[config.mk]
export PLATFORM = sky130hd
export DESIGN_NAME = instr_fetch_unit
export DESIGN_NICKNAME = d
export VERILOG_FILES = /design/src/rtl/instr_fetch_unit.sv
export SDC_FILE = /design/constraint.sdc
export NUM_CORES = 1
export LEC_CHECK = 0
export ABC_AREA = 1
export CELL_PAD_IN_SITES_DETAIL_PLACEMENT = 0
export CELL_PAD_IN_SITES_GLOBAL_PLACEMENT = 1
export CORE_MARGIN = 1
export CORE_UTILIZATION = 36
export CTS_CLUSTER_DIAMETER = 100
export DETAILED_ROUTE_END_ITERATION = 7
export HOLD_SLACK_MARGIN = 0.03
export PLACE_DENSITY_LB_ADDON = 0.1
export SETUP_SLACK_MARGIN = 0.2
export SYNTH_ARGS = -nofsm -noshare
export SYNTH_HDL_FRONTEND = slang
export SYNTH_SLANG_ARGS = --single-unit
[constraint.sdc]
create_clock -name i_clk -period 7.5 [get_ports i_clk]
set_clock_uncertainty 0.1 [all_clocks]
set_input_delay 1.5 -clock i_clk [delete_from_list [all_inputs] [get_ports i_clk]]
set_output_delay 1.5 -clock i_clk [all_outputs]
set_load 0.05 [all_outputs]
[src/rtl/instr_fetch_unit.sv]
// Instruction fetch stage: owns the PC, issues req/ack reads to instruction
// memory and presents each fetched word with its PC over valid/ready.
// Optional feature macro: FETCH_ALIGN_CHECK_EN (reject misaligned redirects).
module instr_fetch_unit #(
  parameter int              XLEN     = 32,
  parameter logic [XLEN-1:0] RESET_PC = '0
) (
  input  logic            i_clk,
  input  logic            i_rst,
  output logic            o_imem_req,
  output logic [XLEN-1:0] o_imem_addr,
  input  logic            i_imem_ack,
  input  logic [31:0]     i_imem_rdata,
  output logic            o_valid,
  input  logic            i_ready,
  output logic [31:0]     o_instr,
  output logic [XLEN-1:0] o_pc,
  output logic [XLEN-1:0] o_pcplus4,
  input  logic            i_redirect,
  input  logic [XLEN-1:0] i_redirect_pc,
  output logic            o_misalign
);

  localparam logic [31:0] NOP = 32'h0000_0013;

  typedef enum logic [1:0] {BOOT, FETCH, HOLD} state_t;

  state_t          state;
  logic [XLEN-1:0] pc;
  logic [XLEN-1:0] drop_addr;    // address of the request that is still outstanding but doomed
  logic            drop_pending;
  logic            redir_take;
  logic            redir_bad;
  logic [XLEN-1:0] redir_tgt;

`ifdef FETCH_ALIGN_CHECK_EN
  assign redir_bad  = i_redirect && (i_redirect_pc[1:0] != 2'b00);
  assign redir_take = i_redirect && !redir_bad;
  assign redir_tgt  = i_redirect_pc;

  // One-cycle flag following a rejected (misaligned) redirect
  always_ff @(posedge i_clk or posedge i_rst) begin
    if (i_rst) o_misalign <= 1'b0;
    else       o_misalign <= redir_bad;
  end
`else
  // Misaligned targets are silently word-aligned instead of rejected
  assign redir_bad  = 1'b0;
  assign redir_take = i_redirect;
  assign redir_tgt  = i_redirect_pc & ~XLEN'(3);
  assign o_misalign = redir_bad;
`endif

  // Request is live for the whole FETCH state; the address of a request that
  // was overtaken by a redirect is held until its ack drains it.
  assign o_imem_req  = (state == FETCH);
  assign o_imem_addr = drop_pending ? drop_addr : pc;

  // Fetch FSM, PC and registered instruction outputs
  always_ff @(posedge i_clk or posedge i_rst) begin
    if (i_rst) begin
      state        <= BOOT;
      pc           <= RESET_PC;
      drop_addr    <= RESET_PC;
      drop_pending <= 1'b0;
      o_valid      <= 1'b0;
      o_instr      <= NOP;
      o_pc         <= RESET_PC;
      o_pcplus4    <= RESET_PC + XLEN'(4);
    end else begin
      case (state)
        BOOT: begin
          state <= FETCH;
          if (redir_take) pc <= redir_tgt;
        end
        FETCH: begin
          if (i_imem_ack) begin
            if (drop_pending || redir_take) begin
              // stale or overtaken data: discard and refetch from pc
              drop_pending <= 1'b0;
              if (redir_take) pc <= redir_tgt;
            end else begin
              o_instr   <= i_imem_rdata;
              o_pc      <= pc;
              o_pcplus4 <= pc + XLEN'(4);
              o_valid   <= 1'b1;
              pc        <= pc + XLEN'(4);
              state     <= HOLD;
            end
          end else if (redir_take) begin
            // keep the bus address stable; remember it only for the first redirect
            if (!drop_pending) drop_addr <= pc;
            drop_pending <= 1'b1;
            pc           <= redir_tgt;
          end
        end
        HOLD: begin
          if (redir_take) begin
            o_valid <= 1'b0;
            pc      <= redir_tgt;
            state   <= FETCH;
          end else if (i_ready) begin
            o_valid <= 1'b0;
            state   <= FETCH;
          end
        end
        default: state <= BOOT;
      endcase
    end
  end

endmodule

==> results of run 1 <==
## worst reg2reg max path, delay by kind of cell (launching register included)
family / cells / cell delay, ns
and+or+nand+nor: 3 / 0.29
buffers and inverters: 3 / 1.36
AOI/OAI and AO/OA: 1 / 0.21
DFF: 1 / 1.10
## layer usage
| metal | global-route usage | part of all wire | up-vias |
|---|---|---|---|
| met3 | 0.0565 | 0.056 | 9 |
| li1 | - | - | 3334 |
| met4 | 0.0572 | 0.0087 | 0 |
| met2 | 0.319 | 0.44 | 150 |
| met1 | 0.305 | 0.50 | 3125 |
| met5 | 0 | 0 | - |
## sequential cells by signal (all words and copies together), names as in the netlist
name and count:
drop_addr 32, o_instr 32, o_pc 32, pc 32, o_pcplus4 30, state 2
drop_pending 1, o_valid 1
## area by class of cell
type	count	area share
Sequential cell	162	0.391
Multi-Input combinational cell	659	0.299
Timing Repair Buffer	207	0.197
Clock buffer	18	0.0423
Tap cell	270	0.0326
Inverter	51	0.0191
Clock inverter	14	0.0182
## per-stage QoR
step           setup slack [ns]  instances  hold slack (ns)  utilization
3_5_place_dp               3.13       1349            0.355        0.477
3_3_place_gp               3.15       1349            0.356        0.477
2_1_floorplan              1.53        918            0.365            -
6_report                   3.19       1381            0.367        0.508
5_1_grt                    2.94       1381            0.397        0.508
4_1_cts                    3.14       1381            0.368        0.508
## final timing paths
check / startpoint / to / slack, ns / depth (start not counted)
max: drop_pending / o_imem_addr[14] / 3.19 / 3
min: o_instr[4] / o_instr[4] / 0.37 / 2
max reg2reg: drop_pending / o_pcplus4[7] / 4.37 / 7
min reg2reg: o_instr[4] / o_instr[4] / 0.37 / 2
max in group asynchronous: i_rst / drop_pending / 4.79 / 3
min in group asynchronous: i_rst / o_instr[31] / 1.30 / 2
## cells in the final DEF, fill, tap and decap left out, types with 3 or more instances in the layout
| cell | n |
|---|---|
| sky130_fd_sc_hd__nand3_1 | 40 |
| sky130_fd_sc_hd__dfstp_2 | 4 |
| sky130_fd_sc_hd__o32ai_1 | 4 |
| sky130_fd_sc_hd__nand2_1 | 323 |
| sky130_fd_sc_hd__nor3_1 | 4 |
| sky130_fd_sc_hd__bufinv_16 | 3 |
| sky130_fd_sc_hd__clkbuf_16 | 17 |
| sky130_fd_sc_hd__a211oi_1 | 3 |
| sky130_fd_sc_hd__clkdlybuf4s50_1 | 196 |
| sky130_fd_sc_hd__xor2_1 | 7 |
| sky130_fd_sc_hd__inv_6 | 8 |
| sky130_fd_sc_hd__o21a_1 | 3 |
| sky130_fd_sc_hd__dfrtp_1 | 157 |
| sky130_fd_sc_hd__a31oi_1 | 14 |
| sky130_fd_sc_hd__a21oi_1 | 26 |
| sky130_fd_sc_hd__nor2_1 | 91 |
| sky130_fd_sc_hd__inv_1 | 47 |
| sky130_fd_sc_hd__mux2_2 | 32 |
| sky130_fd_sc_hd__buf_4 | 11 |
| sky130_fd_sc_hd__o21ai_0 | 93 |
| sky130_fd_sc_hd__nand4_1 | 4 |
## power by group through the flow
stage                     clock [W]  sequential (W)  combinational, W
after floorplan                   0         0.00231           0.00108
after global placement            0         0.00156           0.00277
after detailed placement          0         0.00156           0.00278
after CTS                  0.000961         0.00155           0.00279
after global routing       0.000997         0.00161           0.00296
final                      0.000939         0.00155           0.00277
## kinds of logic after synthesis
kind of cell / count (synthesis) / share of synthesized area
simple gates: 470 / 0.245
flops: 162 / 0.536
compound gates: 148 / 0.105
buf+inv: 97 / 0.0562
mux: 32 / 0.0476
xor+xnor: 7 / 0.00809
fa+ha+maj: 1 / 0.00165
other cells: 1 / 0.000495
==> summary.txt, run 1 <==
Placement
  • # port buffers: 196
  • Final HPWL DP: 15.2 mm
  • Routability congestion estimate: 0.797
  • DP Area: 9750 µm²

Logic synthesis
  • Leading area contributor after synthesis: sky130_fd_sc_hd__dfrtp_1
  • Asr flop ratio synth: 1.00
  • Syn Area/Cell: 8.25 µm²
  • Gate Count Post-Synth: 918
  • Total nets after synthesis: 988
  • Most area-consuming cells after synthesis: sky130_fd_sc_hd__dfrtp_1 52%, sky130_fd_sc_hd__nand2_1 16%, sky130_fd_sc_hd__o21ai_0 6.1%
  • Top cells by instance count after synthesis: 324 x sky130_fd_sc_hd__nand2_1, 158 x sky130_fd_sc_hd__dfrtp_1, 93 x sky130_fd_sc_hd__o21ai_0
  • Sequential share of the synthesized area: 0.536
  • Ys Warns: 0
  • Synthesized area: 7570 µm²
  • Most common cell in the netlist: sky130_fd_sc_hd__nand2_1
  • Main synth FF type: sky130_fd_sc_hd__dfrtp_1
  • Number of synthesized register bits: 162
  • EDFF count, synth: 0
  • Number of different library cells in the post-synthesis netlist: 32
  • Portion of synthesized cell area occupied by the leading cell type: 0.522

Power and ir drop
  • Total power of the final layout: 0.00525 W
  • Fraction of power spent switching nets: 0.486
  • Part of the power in combinational logic: 0.527
  • P_int: 0.00270 W
  • Clock network fraction of design power: 0.179
  • Switching power total: 0.00255 W
  • Static Leak: 4.65 nW
  • Worst vdd ir: 0.235 mV
  • Reg power frac: 0.294
  • Ratio of total power to cell area: 507 nW/µm²

Job
  • Maximum Capacitance Violations: 0

Global route
  • Vias in the first global route: 6450
  • Overall routing resource usage: 0.214
  • Global-route wire length before repair: 35.6 mm
  • Largest net degree at the start of global routing: 69
  • Initial antenna violation count: 0
  • Leftover overflow at the end of global routing: 0

Clock tree
  • Clock Path Buffers: 2
  • Post-cts sizing count: 0
  • Total number of H-tree levels: 4
  • Clock latency on the worst-skew pair: 0.42 ns
  • Register clock-pin slew on the reported worst setup and hold paths: 0.07 ns
  • Buffer type at the clock tree root: sky130_fd_sc_hd__clkbuf_16
  • Number of sinks on the clock net: 162
  • TritonCTS clock tree: built
  • Cts bufs inserted: 17
  • Number of buffers added for setup after CTS: 0
  • Hold-fix buffer count after cts: 0

Critical path
  • Number of buffers and inverters on the critical path: 1
  • Data arrival time at the worst-slack endpoint: 2.71 ns
  • Family with the most delay on the worst path: flip-flops
  • Category of the worst setup path launch point: flop
  • Critical Path Sink Type: output port
  • Slowest Stage Delay on Critical Path: 1.10 ns
  • Data required time at the worst endpoint: 5.90 ns
  • Cell at the slowest stage of the critical path: sky130_fd_sc_hd__dfrtp_2
  • Critical path peak fanout: 66
  • Cell chain of the critical path: nand2_1 -> o21ai_0 -> clkdlybuf4s50_1
  • Classification of the worst setup path: reg2out

Routing
  • Per-cell via count in the routed design: 4.79
  • Router iterations before antenna repair: 5
  • Count of vias placed by the detailed router: 6618
  • Initial drt markers: 439
  • Total routed wirelength: 22.2 mm
  • Average routed wire per standard cell: 16.1 µm
  • Antenna-violating nets left: 0
  • DRC Markers: 0

Floorplan
  • Number of cell rows: 52
  • Chip Width: 147 µm
  • Core ar.: 20400 µm²
  • Area of the die: 21600 µm²
  • Die Ht: 147 µm
  • I/O pin total: 200
  • Effective utilization at floorplan: 0.371

STA
  • Post-Route Setup TNS: 0 ns
  • Timing-limited maximum frequency: 0.232 GHz
  • Total count of max-transition violations in the final report: 0
  • Crit path time final: 4.31 ns
  • RSZ-0062 raised after global routing: no
  • Crit share post-route: 0.575
  • Final count of hold timing violations: 0
  • Slew at the pin with the worst max-slew slack: 1.16 ns
  • Final number of setup-violating endpoints: 0
  • Relative slew slack: 0.228

Cells and area
  • Fraction of final layout cells sized beyond drive strength 1: 0.0792
  • Area of all placed cells without fillers: 10400 µm²
  • Storage cell area: 4060 µm²
  • Multi-input gate area in the final layout: 3110 µm²
  • Antenna diodes: 0
  • Layout net count: 1168
  • Number of filler instances in the final layout: 1998
  • Synth-to-Final Area Change: 37.0%

Hold path
  • Worst min path class: reg2reg

Status
  • Status: finished, final reports clean
Power figures use the tool's default switching activity.
==> inputs of run 2 (changes only) <==
Clock period 7.5 ns to 4.24 ns, I/O delays scaled along.
==> run 2 against run 1 <==
Power grew 76%. Non-clock buffer count grew 4. Sequential share of layout area is essentially flat. Utilization grew 0.061 points. Combinational power grew 79%. Sequential power grew 74%. Critical path type unchanged. Largest cell class unchanged. Largest power group unchanged. Highest routed layer unchanged.
==> summary.txt, run 2 (synthesis gave the netlist of run 1 again) <==
Floorplan
  • Die Ht: 147 µm (unchanged)
  • Core ar.: 20400 µm² (unchanged)
  • Chip Width: 147 µm (unchanged)
  • I/O pin total: 200 (unchanged)
  • Number of cell rows: 52 (unchanged)
  • Effective utilization at floorplan: 0.371 (unchanged)
  • Area of the die: 21600 µm² (unchanged)

Critical path
  • Data required time at the worst endpoint: 3.29 ns (was 5.90 ns)
  • Cell chain of the critical path: buf_4 -> nand2_1 -> o21ai_0 -> clkdlybuf4s50_1 (was nand2_1 -> o21ai_0 -> clkdlybuf4s50_1)
  • Data arrival time at the worst-slack endpoint: 2.58 ns (was 2.71 ns)
  • Critical Path Sink Type: output port (unchanged)
  • Classification of the worst setup path: reg2out (unchanged)
  • Critical path peak fanout: 27 (was 66)
  • Number of buffers and inverters on the critical path: 2 (was 1)
  • Category of the worst setup path launch point: flop (unchanged)
  • Family with the most delay on the worst path: buffers and inverters (was flip-flops)
  • Slowest Stage Delay on Critical Path: 0.87 ns (was 1.10 ns)
  • Cell at the slowest stage of the critical path: sky130_fd_sc_hd__clkdlybuf4s50_1 (was sky130_fd_sc_hd__dfrtp_2)

Placement
  • Final HPWL DP: 15.8 mm (was 15.2 mm)
  • Dpl cells: 1353 (was 1349)
  • Routability congestion estimate: 0.813 (was 0.797)
  • # port buffers: 196 (unchanged)
  • DP Area: 9800 µm² (was 9750 µm²)

STA
  • Final number of setup-violating endpoints: 0 (unchanged)
  • RSZ-0062 raised after global routing: no (unchanged)
  • Slew at the pin with the worst max-slew slack: 0.694 ns (was 1.16 ns)
  • Relative slew slack: 0.536 (was 0.228)
  • Total count of max-transition violations in the final report: 0 (unchanged)
  • Post-Route Setup TNS: 0 ns (unchanged)
  • Timing-limited maximum frequency: 0.283 GHz
  • Crit path time final: 3.53 ns
  • Crit share post-route: 0.832
  • Final count of hold timing violations: 0 (unchanged)

Cells and area
  • Synth-to-Final Area Change: 37.1% (was 37.0%)
  • Multi-input gate area in the final layout: 3110 µm² (unchanged)
  • Antenna diodes: 0 (unchanged)
  • Number of filler instances in the final layout: 2059 (was 1998)
  • Finished Layout Cells: 1384 (was 1381)
  • Layout net count: 1172 (was 1168)
  • Area of all placed cells without fillers: 10400 µm² (about the same)
  • Storage cell area: 4060 µm² (unchanged)
  • Commonest non-fill, non-tap cell in the layout: sky130_fd_sc_hd__nand2_1 (unchanged)
  • Fraction of final layout cells sized beyond drive strength 1: 0.0772 (was 0.0792)
  • Highest-count cells in the layout ignoring fill and taps: 323 x sky130_fd_sc_hd__nand2_1, 196 x sky130_fd_sc_hd__clkdlybuf4s50_1, 157 x sky130_fd_sc_hd__dfrtp_1 (unchanged)

Power and ir drop
  • Worst vdd ir: 0.478 mV (was 0.235 mV)
  • Ratio of total power to cell area: 890 nW/µm² (was 507 nW/µm²)
  • Total power of the final layout: 0.00924 W (was 0.00525 W)
  • Static Leak: 4.65 nW (about the same)

Clock tree
  • TritonCTS clock tree: built (unchanged)
  • Number of buffers added for setup after CTS: 0 (unchanged)
  • Clock latency on the worst-skew pair: 0.43 ns (was 0.42 ns)
  • Buffer type at the clock tree root: sky130_fd_sc_hd__clkbuf_16 (unchanged)
  • Hold-fix buffer count after cts: 0 (unchanged)
  • Clock Path Buffers: 2 (unchanged)
  • Cts bufs inserted: 17 (unchanged)
  • Register clock-pin slew on the reported worst setup and hold paths: 0.06 ns (was 0.07 ns)
  • Post-cts sizing count: 0 (unchanged)
  • Number of sinks on the clock net: 162 (unchanged)
  • Total number of H-tree levels: 4 (unchanged)

Global route
  • Vias in the first global route: 6253 (was 6450)
  • Met2 track demand over resource in global routing: 0.307 (was 0.319)
  • Global-route wire length before repair: 35.3 mm (was 35.6 mm)
  • Grt peak-use layer: met1 (was met2)
  • Initial antenna violation count: 0 (unchanged)
  • Leftover overflow at the end of global routing: 0 (unchanged)
  • Largest net degree at the start of global routing: 69 (unchanged)
  • Met1 global-route usage: 0.308 (was 0.305)
  • Met3 Usage GRT: 0.0618 (was 0.0565)
  • Overall routing resource usage: 0.213 (was 0.214)

Routing
  • Antenna-violating nets left: 0 (unchanged)
  • Initial drt markers: 257 (was 439)
  • Count of vias placed by the detailed router: 6647 (was 6618)
  • Total routed wirelength: 22.4 mm (was 22.2 mm)
  • Average routed wire per standard cell: 16.2 µm (was 16.1 µm)
  • DRC Markers: 0 (unchanged)
  • Per-cell via count in the routed design: 4.80 (was 4.79)
  • Router iterations before antenna repair: 4 (was 5)

Hold path
  • Worst min path class: reg2reg (unchanged)

Status
  • Status: finished, final reports clean (unchanged)

Job
  • Maximum Capacitance Violations: 0 (unchanged)
==> run 2: cell types whose count changed in the layout (fill, tap and decap cells not counted) <==
| cell | change |
|---|---|
| sky130_fd_sc_hd__clkinv_4 | +2 |
| sky130_fd_sc_hd__inv_6 | -7 |
| sky130_fd_sc_hd__inv_8 | -2 |
| sky130_fd_sc_hd__buf_4 | +2 |
| sky130_fd_sc_hd__clkbuf_1 | +5 |
| sky130_fd_sc_hd__buf_12 | +2 |
| sky130_fd_sc_hd__clkinv_2 | +1 |
==> run 2: worst reg2reg max path, cell delays in order, from the launching register on <==
cell                      delay (ns)
sky130_fd_sc_hd__dfrtp_1        0.42
sky130_fd_sc_hd__ha_1           0.22
sky130_fd_sc_hd__nand2_1        0.08
sky130_fd_sc_hd__nor2_1         0.22
sky130_fd_sc_hd__nand2_1        0.24
sky130_fd_sc_hd__nor2_1         0.60
sky130_fd_sc_hd__nand2_1        0.11
sky130_fd_sc_hd__nand2_1        0.11
sky130_fd_sc_hd__nand3_1        0.07
sky130_fd_sc_hd__nand3_1        0.08
sky130_fd_sc_hd__nand2_1        0.05
==> run 2: metal layers <==
metal | up-vias | part of all wire
li1 | 3349 | -
met1 | 3121 | 0.50
met2 | 159 | 0.43
met3 | 18 | 0.067
met4 | 0 | 0.012
met5 | - | 0
==> run 2: area by class of cell <==
| cell class | count | share of cell area |
|---|---|---|
| multi-input combinational | 659 | 0.299 |
| clock inverter | 8 | 0.0124 |
| tap | 270 | 0.0325 |
| inverter | 51 | 0.0189 |
| sequential | 162 | 0.391 |
| timing repair buffer | 211 | 0.202 |
| clock buffer | 23 | 0.0441 |
==> run 2: report_power, final <==
group          internal [W]  switching, W  total [W]  leakage [nW]
clock network      0.000942      0.000636    0.00158         0.282
registers           0.00223      0.000466    0.00270          1.94
logic               0.00160       0.00337    0.00496          2.43
==> run 2: stage by stage <==
| step | setup WS (ns) | hold WS, ns | utilization |
|---|---|---|---|
| floorplan | 1.24 | 0.365 | - |
| global placement | 1.06 | 0.358 | 0.480 |
| detailed placement | 1.05 | 0.360 | 0.480 |
| CTS | 0.662 | 0.370 | 0.508 |
| global route | 0.582 | 0.375 | 0.508 |
| finish | 0.712 | 0.370 | 0.508 |
==> run 2: worst paths after layout <==
path | slack, ns | endpoint | startpoint | cells after the start
max | 0.71 | o_imem_addr[13] | drop_pending | 4
min | 0.37 | o_instr[0] | o_instr[0] | 2
max reg2reg | 1.85 | pc[20] | pc[2] | 10
min reg2reg | 0.37 | o_instr[0] | o_instr[0] | 2
max in group asynchronous | 2.52 | pc[18] | i_rst | 3
min in group asynchronous | 0.74 | o_instr[27] | i_rst | 2
